<file path="config.mk">
export PLATFORM = sky130hd
export DESIGN_NAME = shift_arbiter_flat
export DESIGN_NICKNAME = d
export VERILOG_FILES = /design/src/rtl/shift_arbiter_if.sv /design/src/rtl/shift_arbiter.sv /design/src/flat_wrapper.sv
export SDC_FILE = /design/constraint.sdc
export NUM_CORES = 1
export LEC_CHECK = 0
export CAP_MARGIN = 10
export CORE_MARGIN = 8
export CORE_UTILIZATION = 55
export CTS_BUF_LIST = sky130_fd_sc_hd__clkbuf_16
export DETAILED_ROUTE_END_ITERATION = 6
export PLACE_DENSITY = 0.86
export SLEW_MARGIN = 20
export SYNTH_ARGS = -nofsm -noshare
export SYNTH_HDL_FRONTEND = slang
export SYNTH_SLANG_ARGS = --single-unit
</file>
<file path="constraint.sdc">
create_clock -name clk -period 7.1 [get_ports clk]
set_input_delay 1.42 -clock clk [delete_from_list [all_inputs] [get_ports clk]]
set_output_delay 1.42 -clock clk [all_outputs]
set_load 0.01 [all_outputs]
</file>
<file path="src/rtl/shift_arbiter_if.sv">
// Request/result bundle for the two-requester shift arbiter.
// The master drives requests and consumes results; the slave is the arbiter.
interface shift_arbiter_if #(
    parameter int WIDTH       = 32,
    parameter int SHIFT_WIDTH = 5,
    parameter int OPS         = 2
);
    logic                   req0_valid;
    logic                   req0_ready;
    logic [WIDTH-1:0]       req0_data;
    logic [SHIFT_WIDTH-1:0] req0_shift;
    logic [OPS-1:0]         req0_op;

    logic                   req1_valid;
    logic                   req1_ready;
    logic [WIDTH-1:0]       req1_data;
    logic [SHIFT_WIDTH-1:0] req1_shift;
    logic [OPS-1:0]         req1_op;

    logic                   res_valid;
    logic                   res_ready;
    logic [WIDTH-1:0]       res_data;
    logic                   res_id;

    modport master (
        output req0_valid, req0_data, req0_shift, req0_op,
        output req1_valid, req1_data, req1_shift, req1_op,
        output res_ready,
        input  req0_ready, req1_ready, res_valid, res_data, res_id
    );

    modport slave (
        input  req0_valid, req0_data, req0_shift, req0_op,
        input  req1_valid, req1_data, req1_shift, req1_op,
        input  res_ready,
        output req0_ready, req1_ready, res_valid, res_data, res_id
    );
endinterface

</file>
<file path="src/rtl/shift_arbiter.sv">
// Two requesters share one combinational shifter under round-robin arbitration;
// results queue in a 2-entry in-order FIFO tagged with the issuing requester.
module shifter #(
    parameter int WIDTH       = 32,
    parameter int SHIFT_WIDTH = 5,
    parameter int OPS         = 2
) (
    input  logic [WIDTH-1:0]       data,
    input  logic [SHIFT_WIDTH-1:0] shift,
    input  logic [OPS-1:0]         op,
    output logic [WIDTH-1:0]       result
);
    localparam logic [OPS-1:0] LEFT_SHIFTA  = OPS'(0);
    localparam logic [OPS-1:0] LEFT_SHIFTL  = OPS'(1);
    localparam logic [OPS-1:0] RIGHT_SHIFTA = OPS'(2);
    localparam logic [OPS-1:0] RIGHT_SHIFTL = OPS'(3);

    always_comb begin
        result = data;
        case (op)
            LEFT_SHIFTA,
            LEFT_SHIFTL:  result = data << shift;
            RIGHT_SHIFTA: result = $unsigned($signed(data) >>> shift);
            RIGHT_SHIFTL: result = data >> shift;
            // unknown codes pass the operand through unchanged
            default:      result = data;
        endcase
    end
endmodule

module shift_arbiter #(
    parameter int WIDTH       = 32,
    parameter int SHIFT_WIDTH = 5,
    parameter int OPS         = 2
) (
    input logic            clk,
    input logic            rst_n,
    shift_arbiter_if.slave bus
);
    logic [1:0]            count_q, count_d;
    logic                  wr_ptr_q, wr_ptr_d;
    logic                  rd_ptr_q, rd_ptr_d;
    logic                  prio_q, prio_d;
    logic [1:0][WIDTH-1:0] mem_data_q, mem_data_d;
    logic [1:0]            mem_id_q, mem_id_d;

    logic                   grant, can_accept, push, pop, not_empty;
    logic                   ready0, ready1;
    logic [WIDTH-1:0]       sh_data, sh_result;
    logic [SHIFT_WIDTH-1:0] sh_shift;
    logic [OPS-1:0]         sh_op;

    shifter #(.WIDTH(WIDTH), .SHIFT_WIDTH(SHIFT_WIDTH), .OPS(OPS)) u_shifter (
        .data   (sh_data),
        .shift  (sh_shift),
        .op     (sh_op),
        .result (sh_result)
    );

    always_comb begin
        not_empty  = (count_q != 2'd0);
        pop        = not_empty & bus.res_ready;
        can_accept = (count_q < 2'd2) | pop;
        case ({bus.req1_valid, bus.req0_valid})
            2'b01:   grant = 1'b0;
            2'b10:   grant = 1'b1;
            default: grant = prio_q;
        endcase
        // ready is held low while reset is asserted, not just after the next edge
        ready0   = rst_n & can_accept & ~grant;
        ready1   = rst_n & can_accept & grant;
        push     = (ready0 & bus.req0_valid) | (ready1 & bus.req1_valid);
        sh_data  = grant ? bus.req1_data  : bus.req0_data;
        sh_shift = grant ? bus.req1_shift : bus.req0_shift;
        sh_op    = grant ? bus.req1_op    : bus.req0_op;
    end

    always_comb begin
        mem_data_d = mem_data_q;
        mem_id_d   = mem_id_q;
        wr_ptr_d   = wr_ptr_q;
        rd_ptr_d   = rd_ptr_q;
        prio_d     = prio_q;
        count_d    = count_q + {1'b0, push} - {1'b0, pop};
        if (push) begin
            mem_data_d[wr_ptr_q] = sh_result;
            mem_id_d[wr_ptr_q]   = grant;
            wr_ptr_d             = ~wr_ptr_q;
            prio_d               = ~grant;
        end
        if (pop) rd_ptr_d = ~rd_ptr_q;
    end

    always_ff @(posedge clk or negedge rst_n) begin
        if (!rst_n) begin
            count_q    <= '0;
            wr_ptr_q   <= 1'b0;
            rd_ptr_q   <= 1'b0;
            prio_q     <= 1'b0;
            mem_data_q <= '0;
            mem_id_q   <= '0;
        end else begin
            count_q    <= count_d;
            wr_ptr_q   <= wr_ptr_d;
            rd_ptr_q   <= rd_ptr_d;
            prio_q     <= prio_d;
            mem_data_q <= mem_data_d;
            mem_id_q   <= mem_id_d;
        end
    end

    assign bus.req0_ready = ready0;
    assign bus.req1_ready = ready1;
    assign bus.res_valid  = not_empty;
    assign bus.res_data   = mem_data_q[rd_ptr_q];
    assign bus.res_id     = mem_id_q[rd_ptr_q];
endmodule

</file>
<file path="src/flat_wrapper.sv">
// flat-port wrapper written by rule: the top's interface ports become plain ports
module shift_arbiter_flat 
#(
    parameter int WIDTH       = 32,
    parameter int SHIFT_WIDTH = 5,
    parameter int OPS         = 2
)
  (clk, rst_n, bus_req0_valid, bus_req0_data, bus_req0_shift, bus_req0_op, bus_req1_valid, bus_req1_data, bus_req1_shift, bus_req1_op, bus_res_ready, bus_req0_ready, bus_req1_ready, bus_res_valid, bus_res_data, bus_res_id);
  shift_arbiter_if #(.WIDTH(WIDTH), .SHIFT_WIDTH(SHIFT_WIDTH), .OPS(OPS)) bus_i ();
  input logic clk;
  input logic rst_n;
  input wire logic [$bits(bus_i.req0_valid)-1:0] bus_req0_valid;
  input wire logic [$bits(bus_i.req0_data)-1:0] bus_req0_data;
  input wire logic [$bits(bus_i.req0_shift)-1:0] bus_req0_shift;
  input wire logic [$bits(bus_i.req0_op)-1:0] bus_req0_op;
  input wire logic [$bits(bus_i.req1_valid)-1:0] bus_req1_valid;
  input wire logic [$bits(bus_i.req1_data)-1:0] bus_req1_data;
  input wire logic [$bits(bus_i.req1_shift)-1:0] bus_req1_shift;
  input wire logic [$bits(bus_i.req1_op)-1:0] bus_req1_op;
  input wire logic [$bits(bus_i.res_ready)-1:0] bus_res_ready;
  output wire logic [$bits(bus_i.req0_ready)-1:0] bus_req0_ready;
  output wire logic [$bits(bus_i.req1_ready)-1:0] bus_req1_ready;
  output wire logic [$bits(bus_i.res_valid)-1:0] bus_res_valid;
  output wire logic [$bits(bus_i.res_data)-1:0] bus_res_data;
  output wire logic [$bits(bus_i.res_id)-1:0] bus_res_id;
  assign bus_i.req0_valid = bus_req0_valid;
  assign bus_i.req0_data = bus_req0_data;
  assign bus_i.req0_shift = bus_req0_shift;
  assign bus_i.req0_op = bus_req0_op;
  assign bus_i.req1_valid = bus_req1_valid;
  assign bus_i.req1_data = bus_req1_data;
  assign bus_i.req1_shift = bus_req1_shift;
  assign bus_i.req1_op = bus_req1_op;
  assign bus_i.res_ready = bus_res_ready;
  assign bus_req0_ready = bus_i.req0_ready;
  assign bus_req1_ready = bus_i.req1_ready;
  assign bus_res_valid = bus_i.res_valid;
  assign bus_res_data = bus_i.res_data;
  assign bus_res_id = bus_i.res_id;
  shift_arbiter #(.WIDTH(WIDTH), .SHIFT_WIDTH(SHIFT_WIDTH), .OPS(OPS)) u_core (.clk(clk), .rst_n(rst_n), .bus(bus_i));
endmodule
</file>
Word-level counts from Yosys, hierarchy flattened

Cells that the tools add are included.

Register bits after elaboration: 71
Bits in latches: 0
Bits in writable memories: 0
Bits in read-only memories: 0
Input bits: 83
Output and inout port bits: 36
Memories: 0

Add/subtract/negate cells: 2
Multiply operators: 0
Div/mod/pow operators: 0
$lt $le $gt $ge: 4
Equality and inequality tests: 5
Shift-type cells: 3
Multiplexer cells: 15
Bitwise gates (word level): 11
Reduce and logical (&&, ||, !) cells: 4

Operators with widths:

| operator             | count |
|---|---|
| $mux W32             | 4 |
| $pmux W32 S3         | 1 |
| $bwmux W64           | 1 |
| $demux W32 S1        | 1 |
| $shl A32 B5 Y32      | 1 |
| $shr A32 B5 Y32      | 1 |
| $sshr A32 B5 Y32     | 1 |
| $and A1 B1 Y1        | 6 |
| $eq A2 B2 Y1 const B | 3 |
| $mux W5              | 1 |
| $eq A2 B1 Y1 const B | 2 |
| $lt A1 B2 Y1 const B | 2 |
| $mux W1              | 3 |
| $not A1 Y1           | 3 |
| $add A2 B1 Y2        | 1 |
| $bwmux W2            | 1 |
| $logic_not A2 Y1     | 1 |
| $lt A2 B2 Y1 const B | 1 |
| $mux W2              | 1 |
| $or A1 B1 Y1         | 2 |
| $pmux W1 S2          | 1 |
| $reduce_bool A2 Y1   | 1 |
| $reduce_or A2 Y1     | 1 |
| $sub A2 B1 Y2        | 1 |
| other kinds (3)      | 3 |

Depth between registers and ports, before layout

Gate-level depths: netlist of the first run.

Depth in word-level cells: 9
Mapped depth: 12
Gate-level depth less buffers: 9

Cells and area by module

Synthesis of the first run repeated with hierarchy kept, for this count alone.

Cells, all modules: 748
Area, all modules: 7808.7 um^2

Modules (own cells, without submodules):

| module        | instances | cells an instance | area an instance (um^2) | sequential area each (um^2) |
|---|---|---|---|---|
| shifter       | 1         | 495               | 4107.7                  | 0.0 |
| shift_arbiter | 1         | 253               | 3701.0                  | 1776.7 |

Worst setup path after synthesis of the first run

OpenSTA, ideal clock, no wires.

Path kind: input-to-output
Start point: input bus_req0_valid
End point: output bus_req1_ready
Arrival time: 2933 ps
Path slack: 2747 ps
Stages: 7
Buffers on the path: 3
Cells stage by stage: inv_1 ha_1 mux2i_4 buf_2 buf_4 buf_2 nor2_1

Cells in the longest elaborated chain, start to end: 3
Elaborated cells between the ends (all ways): 4
Classes of those cells: eq/ne (2); mux (1); bitwise (1)

RTL lines:

| item                                         | RTL line            | source |
|---|---|---|
| from (decl)                                  | flat_wrapper.sv:12  | `input wire logic [$bits(bus_i.req0_valid)-1:0] bus_req0_valid;` |
| $eq A2 B2 Y1 or $eq A2 B1 Y1 (tied branches) | shift_arbiter.sv:64 | `case ({bus.req1_valid, bus.req0_valid})` |
| $pmux W1 S2 (*)                              | shift_arbiter.sv:64 |  |
| $and A1 B1 Y1 (*)                            | shift_arbiter.sv:71 | `ready1 = rst_n & can_accept & grant;` |
| to (decl)                                    | flat_wrapper.sv:22  | `output wire logic [$bits(bus_i.req1_ready)-1:0] bus_req1_ready;` |

Every way passes the cells marked *; elsewhere a longest branch is shown, timed or not.

Final worst setup path of the first run

Start point: input bus_req0_valid
End point: register u_core.mem_data_q[23] (netlist bit)

Cells in the longest elaborated chain, start to end: 7
Elaborated cells between the ends (all ways): 22
Classes of those cells: eq/ne (5); shift (3); mux (6); bitwise (6); reduce/logical (2)

RTL lines:

| item                                                               | RTL line             | source |
|---|---|---|
| parallel branches: the longest is 7 deep, another holds $bwmux W64 | -                    |  |
| to (signal assigned)                                               | shift_arbiter.sv:107 | `mem_data_q <= mem_data_d;` |
| to (decl)                                                          | shift_arbiter.sv:44  | `logic [1:0][WIDTH-1:0] mem_data_q, mem_data_d;` |

Several ways; the timed one is not identified.
A chain may end at the register's enable or synchronous reset.

==> run_results.csv, run 1 <==
group,metric,value,unit
timing,fin_crit_sh,0.780,
power,power.leakage,4.56,nW
floorplan,ios,119,
floorplan,die_area,20800,µm²
clocking,htree_levels,3,
placed_design,io_buffers,118,
drt,drt_wl_total,38.4,mm
timing,fin_crit,5.54,ns
worst_setup_path,worstPathRequired,7.32,ns
finish,syn_to_final_growth,17.6,%
grt,grt_pass1_vias,9627,
worst_hold_path,hold_class,"register to register",
clocking,cts.sinks,71,
grt,top_usage_layer,"met2",
worst_setup_path,start_kind,"input pin",
finish,design_area,10600,µm²
run_status,violations,"design-rule violations",
clocking,cts_resized,0,
drt,viasPerCell,7.26,
clocking,clkTransAtPathRegs,0.06,ns
clocking,clock_latency,0.33,ns
grt,met3_usage,0.101,
logic_synthesis,synthTopCellsByArea,"mux2i_1 (28%), dfrtp_1 (20%), mux2_2 (12%), nand2_1 (3.9%), o21ai_0 (3.0%)",
floorplan,start_util,0.554,
job,cap_violations,0,
logic_synthesis,ys_ff_latch,71,
logic_synthesis,synthCells,1038,
timing,worst_pin_slew,1.06,ns
logic_synthesis,synth.most_common_cell,"mux2i_1",
logic_synthesis,synth_nets,1124,
logic_synthesis,synth_edf_count,0,
floorplan,rows,47,
floorplan,die_x,144,µm
logic_synthesis,synth_top_area_frac,0.280,
logic_synthesis,ys_top_cells_by_count,"mux2i_1 (253), mux2_2 (97), nand2_1 (95)",
timing,rsz0062_at_grt,"no",
logic_synthesis,synth.distinct_cells,69,
placed_design,placement.cell_area,10300,µm²
logic_synthesis,yosysTopAreaCell,"mux2i_1",
logic_synthesis,ys_warn_count,0,
timing,final_hold_viol_count,0,
logic_synthesis,ys.flop_type,"dfrtp_1",
power,peakVddDrop,267,µV
logic_synthesis,ys_seq_area_frac,0.197,
clocking,cts_buffers,9,
power,p_per_area,330,nW/µm²
grt,antenna_found_initial,0,
power,total_power,3.51,mW
timing,setup-tns-final,0,ns
grt,gr-total-overflow,0,
worst_setup_path,worst-path-max-fanout,33,
finish,antenna-diode-count,0,
clocking,clockBufferDepth,2,
placed_design,gp_congestion,1.12,
clocking,cts_tree,"yes",
floorplan,dieHeight,144,µm
timing,fmax,0.181,GHz
grt,use_met2,0.583,
worst_setup_path,critical_path_class,"input pin to register",
timing,slew_headroom,0.273,
drt,ant_nets,0,
timing,drv_slew,0,
grt,grt_use_met1,0.460,
floorplan,core_region_area,16300,µm²
placed_design,dp_hpwl,29.1,mm
logic_synthesis,async_flop_share,1.00,
finish,nets,1203,
drt,avgRoutedWirePerCell,28.6,µm
grt,grt_start_max_net_pins,72,
logic_synthesis,syn_avg_cell_area,8.70,µm²
clocking,cts-root-buf,"clkbuf_16",
drt,drc,8,
run_status,status,"finished with violations",
worst_setup_path,critical_path_arrival,5.76,ns
timing,fin_skew,0.00508,ns
grt,grt_pass1_wl,58.3,mm
timing,finalSetupViolations,0,
clocking,cts_setup_buffers,0,
grt,grtUsageTotal,0.369,
logic_synthesis,syn_area,9030,µm²
drt,first_iter_violations,1235,
finish,drive_above_1_share,0.160,
drt,firstDrtPassIters,7,
clocking,cts_hold_buf,0,
drt,num_vias,9743,
worst_setup_path,end_kind,"register",
layer usage:
| metal | part of all wire | vias up |
|---|---|---|
| met4 | 0.052 | 0 |
| met5 | 0 | - |
| met1 | 0.39 | 4789 |
| li1 | - | 4125 |
| met3 | 0.11 | 164 |
| met2 | 0.45 | 665 |
final timing paths:
check                                             startpoint                                end  slack [ns]  cells past startpoint
max                                           bus_req0_valid  u_core.mem_data_q[23]$_DFFE_PN0P_        1.56                     12
min                        u_core.mem_data_q[40]$_DFFE_PN0P_  u_core.mem_data_q[40]$_DFFE_PN0P_        0.48                      2
min reg2reg                u_core.mem_data_q[40]$_DFFE_PN0P_  u_core.mem_data_q[40]$_DFFE_PN0P_        0.48                      2
max in group asynchronous                              rst_n  u_core.mem_data_q[57]$_DFFE_PN0P_        5.19                      2
min in group asynchronous                              rst_n     u_core.mem_id_q[0]$_DFFE_PN0P_        1.31                      2
max reg2reg                        u_core.prio_q$_DFFE_PN0N_  u_core.mem_data_q[23]$_DFFE_PN0P_        3.16                      9
cells in the final DEF, fill, tap and decap left out, types with 13 or more instances in the layout:
cell	n
nor2_1	60
mux2_2	97
nor3_1	24
o22ai_1	19
dfrtp_1	71
nand3_1	33
buf_4	36
a21oi_1	36
a31oi_1	15
mux2i_1	249
a22oi_1	14
a211oi_1	16
clkdlybuf4s50_1	115
o21ai_0	54
nand4_1	13
nand2_1	95
through the flow:
stage | utilization | worst slack [ns] | instances | hold slack, ns
2_1_floorplan | - | 2.75 | 1038 | 0.444
3_3_place_gp | 0.633 | 1.47 | 1326 | 0.463
3_5_place_dp | 0.633 | 1.43 | 1326 | 0.470
4_1_cts | 0.652 | 1.76 | 1342 | 0.484
5_1_grt | 0.652 | 1.35 | 1342 | 0.502
6_report | 0.652 | 1.56 | 1342 | 0.485
layout make-up:
class,count,area (µm²)
multi-input combinational,871,6790
sequential,71,1780
clock inverter,7,73.8
fill,1371,5670
tap,220,275
clock buffer,9,225
inverter,10,37.5
timing repair buffer,154,1440
state kept, by name, indices dropped and copies added (netlist names):
name and count:
u_core.mem_data_q 64, u_core.mem_id_q 2, u_core.rd_ptr_q 1, u_core.prio_q 1, u_core.wr_ptr_q 1, u_core.count_q 2
power by group:
group          internal [mW]  switching, mW  total (mW)
clock                  0.272          0.179       0.451
sequential             0.598          0.100       0.698
combinational           1.01           1.35        2.36
cells by family (layout without fill, tap and decap cells):
logic type / Yosys count / after routing / synth area share
flops: 71 / 71 / 0.197
xor+xnor: 4 / 4 / 0.00388
fa+ha+maj: 3 / 3 / 0.00416
simple gates: 262 / 262 / 0.133
buf+inv: 96 / 180 / 0.0587
compound gates: 241 / 241 / 0.181
mux: 361 / 361 / 0.423
worst max-delay path, cell delays in order:
cell and delay (ns):
clkdlybuf4s50_1 0.48, inv_1 0.06, ha_1 0.34, mux2_4 0.44, mux2i_4 0.55, buf_4 0.52, buf_4 0.32, mux2i_1 0.49
mux2i_1 0.30, a221oi_1 0.35, o211ai_1 0.16, mux2_2 0.30
Power figures use the tool's default switching activity.
==> inputs of run 2 (changes only) <==
Settings changed: CORE_UTILIZATION 55 to 52, PLACE_DENSITY 0.86 to 0.85.
Clock period 7.1 ns to 4.6 ns, I/O delays scaled along.
==> run 2 against run 1 <==
Net effect:
- the run still ends with design-rule violations left
- global-route usage decreased by 1.5 points
- worst hold slack got worse by 0.0092 ns
- clock skew increased by 0.0012 ns
- via count increased by 1.6%
- largest cell class unchanged
- critical path type unchanged
- power increased by 63%
- largest power group unchanged
- highest routed layer unchanged
==> run_results.csv, run 2 (synthesized netlist as in run 1, its figures left out) <==
group,metric,value,unit
timing,slew_headroom,0.316,
clocking,cts_buffers,9,
timing,fin_skew,0.00632,ns
worst_setup_path,regToRegStartpoint,"u_core.prio_q$_DFFE_PN0N_",
floorplan,start_util,0.528,
worst_setup_path,critical_path.max_stage_delay,0.53,ns
drt,viasPerCell,6.92,
timing,setup-tns-final,0,ns
drt,avgRoutedWirePerCell,27.6,µm
timing,fin_crit,4.31,ns
grt,grt_pass1_vias,9847,
worst_setup_path,worstRegToRegCells,9,
timing,drv_slew,0,
drt,ant_nets,0,
finish,nets,1287,
finish,final_common_cell,"mux2i_1",
finish,syn_to_final_growth,26.1,%
placed_design,io_buffers,118,
placed_design,dp_hpwl,30.9,mm
power,p_per_area,501,nW/µm²
worst_setup_path,critical-path-slowest-cell,"mux2i_4",
worst_hold_path,hold_class,"register to register",
clocking,htree_levels,3,
worst_hold_path,min_from,"u_core.count_q[1]$_DFF_PN0_",
finish,final_cell_mix,"mux2i_1 (249), clkdlybuf4s50_1 (115), buf_4 (107)",
drt,num_vias,9902,
clocking,clockBufferDepth,2,
worst_setup_path,worstPathRequired,4.88,ns
worst_setup_path,worst_path_most_repeated_cell,"buf_4",
floorplan,dieHeight,148,µm
timing,finalSetupViolations,0,
worst_hold_path,holdPathStages,1,
grt,grt_start_max_net_pins,72,
finish,antenna-diode-count,0,
drt,drc,2,
floorplan,die_x,148,µm
clocking,clock_latency,0.34,ns
clocking,cts.sinks,71,
finish,largest_reg_flops,64,
grt,grtUsageTotal,0.354,
timing,fin_crit_sh,0.938,
finish,regMostFlops,"u_core.mem_data_q",
floorplan,ios,119,
worst_setup_path,regToRegSetupSlack,1.43,ns
finish,reg.largest.list,"u_core.mem_data_q: 64 flops, u_core.count_q: 2 flops, u_core.mem_id_q: 2 flops",
worst_setup_path,end_kind,"register",
timing,worst_pin_slew,1.01,ns
worst_setup_path,critical_path_class,"input pin to register",
power,peakVddDrop,501,µV
floorplan,die_area,21800,µm²
floorplan,rows,48,
clocking,cts_setup_buffers,0,
floorplan,core_region_area,17100,µm²
grt,gr-total-overflow,0,
clocking,clkTransAtPathRegs,0.06,ns
grt,grt_pass1_wl,60.4,mm
worst_hold_path,holdPathEnd,"u_core.count_q[1]$_DFF_PN0_",
drt,first_iter_violations,1272,
finish,n_fill_cell,1435,
power,power.leakage,5.03,nW
run_status,status,"finished with violations",
clocking,cts-root-buf,"clkbuf_16",
timing,rsz0062_at_grt,"no",
drt,drt_wl_total,39.5,mm
placed_design,dp_cells,1415,
timing,fmax,0.232,GHz
drt,firstDrtPassIters,7,
clocking,cts_tree,"yes",
placed_design,gp_congestion,1.05,
clocking,cts_resized,0,
worst_setup_path,worst-path-max-fanout,14,
finish,drive_above_1_share,0.216,
clocking,cts_hold_buf,0,
job,cap_violations,0,
finish,final_cells,1431,
run_status,violations,"design-rule violations",
grt,antenna_found_initial,0,
timing,final_hold_viol_count,0,
worst_setup_path,r2r_end,"u_core.mem_data_q[9]$_DFFE_PN0P_",
worst_setup_path,critical_path_arrival,4.59,ns
worst_setup_path,start_kind,"input pin",
worst_setup_path,cp_cell_sequence,"clkdlybuf4s50_1 > inv_1 > ha_1 > mux2i_4 > buf_4 > mux2i_4 > buf_4 > buf_4 > mux2i_1 > o21ai_0 > nor3_1 > mux2_2",
==> run 2: routing by layer <==
| layer | vias to the layer above | GRT usage | wire length (µm) | part of all wire |
|---|---|---|---|---|
| met2 | 592 | 0.564 | 18200 | 0.46 |
| met4 | 0 | 0.147 | 1670 | 0.042 |
| met3 | 129 | 0.0810 | 3900 | 0.099 |
| li1 | 4289 | - | - | - |
| met5 | - | 0 | 0 | 0 |
| met1 | 4892 | 0.455 | 15800 | 0.40 |
==> run 2: where the power goes <==
group,total [mW],switching [mW],internal (mW)
sequential,1.08,0.160,0.923
clock,0.693,0.277,0.416
combinational,3.93,2.13,1.80
==> run 2: cell type report <==
cell class                      instances  area, µm²  area share
Inverter                               10       37.5     0.00330
Timing Repair Buffer                  238       2230       0.196
Tap cell                              225        282      0.0247
Clock inverter                          7       63.8     0.00560
Sequential cell                        71       1780       0.156
Clock buffer                            9        225      0.0198
Multi-Input combinational cell        871       6770       0.595
==> run 2: how the worst max path moves through the flow <==
stage,start,endpoint,slack [ns],depth (start not counted)
after detailed placement,bus_req0_valid,u_core.mem_data_q[9]$_DFFE_PN0P_,0.01,12
after global placement,bus_req0_valid,u_core.mem_data_q[5]$_DFFE_PN0P_,0.1,13
final,bus_req0_valid,u_core.mem_data_q[9]$_DFFE_PN0P_,0.29,12
after CTS,bus_req0_valid,u_core.mem_data_q[9]$_DFFE_PN0P_,0.37,12
after floorplan,bus_req0_valid,u_core.mem_data_q[2]$_DFFE_PN0P_,1.19,10
after global routing,bus_req0_valid,u_core.mem_data_q[41]$_DFFE_PN0P_,0.09,12
==> run 2: worst max-delay path, delay by kind of cell <==
kind | cells | cell delay, ns
AO/OA/AOI/OAI | 1 | 0.14
adder cells (fa/ha/maj) | 1 | 0.36
buffers and inverters | 5 | 1.29
multiplexers | 4 | 1.54
AND/OR/NAND/NOR | 1 | 0.32
==> run 2: per-stage QoR <==
step	instance area, µm²	hold WS, ns	util	setup slack [ns]	power (mW)
after floorplan	9030	0.444	-	1.19	3.24
after global placement	11100	0.461	0.648	0.0968	4.85
after detailed placement	11100	0.468	0.648	0.0104	4.91
after CTS	11400	0.479	0.665	0.366	5.62
after global routing	11400	0.497	0.665	0.0889	5.95
final	11400	0.476	0.665	0.285	5.71
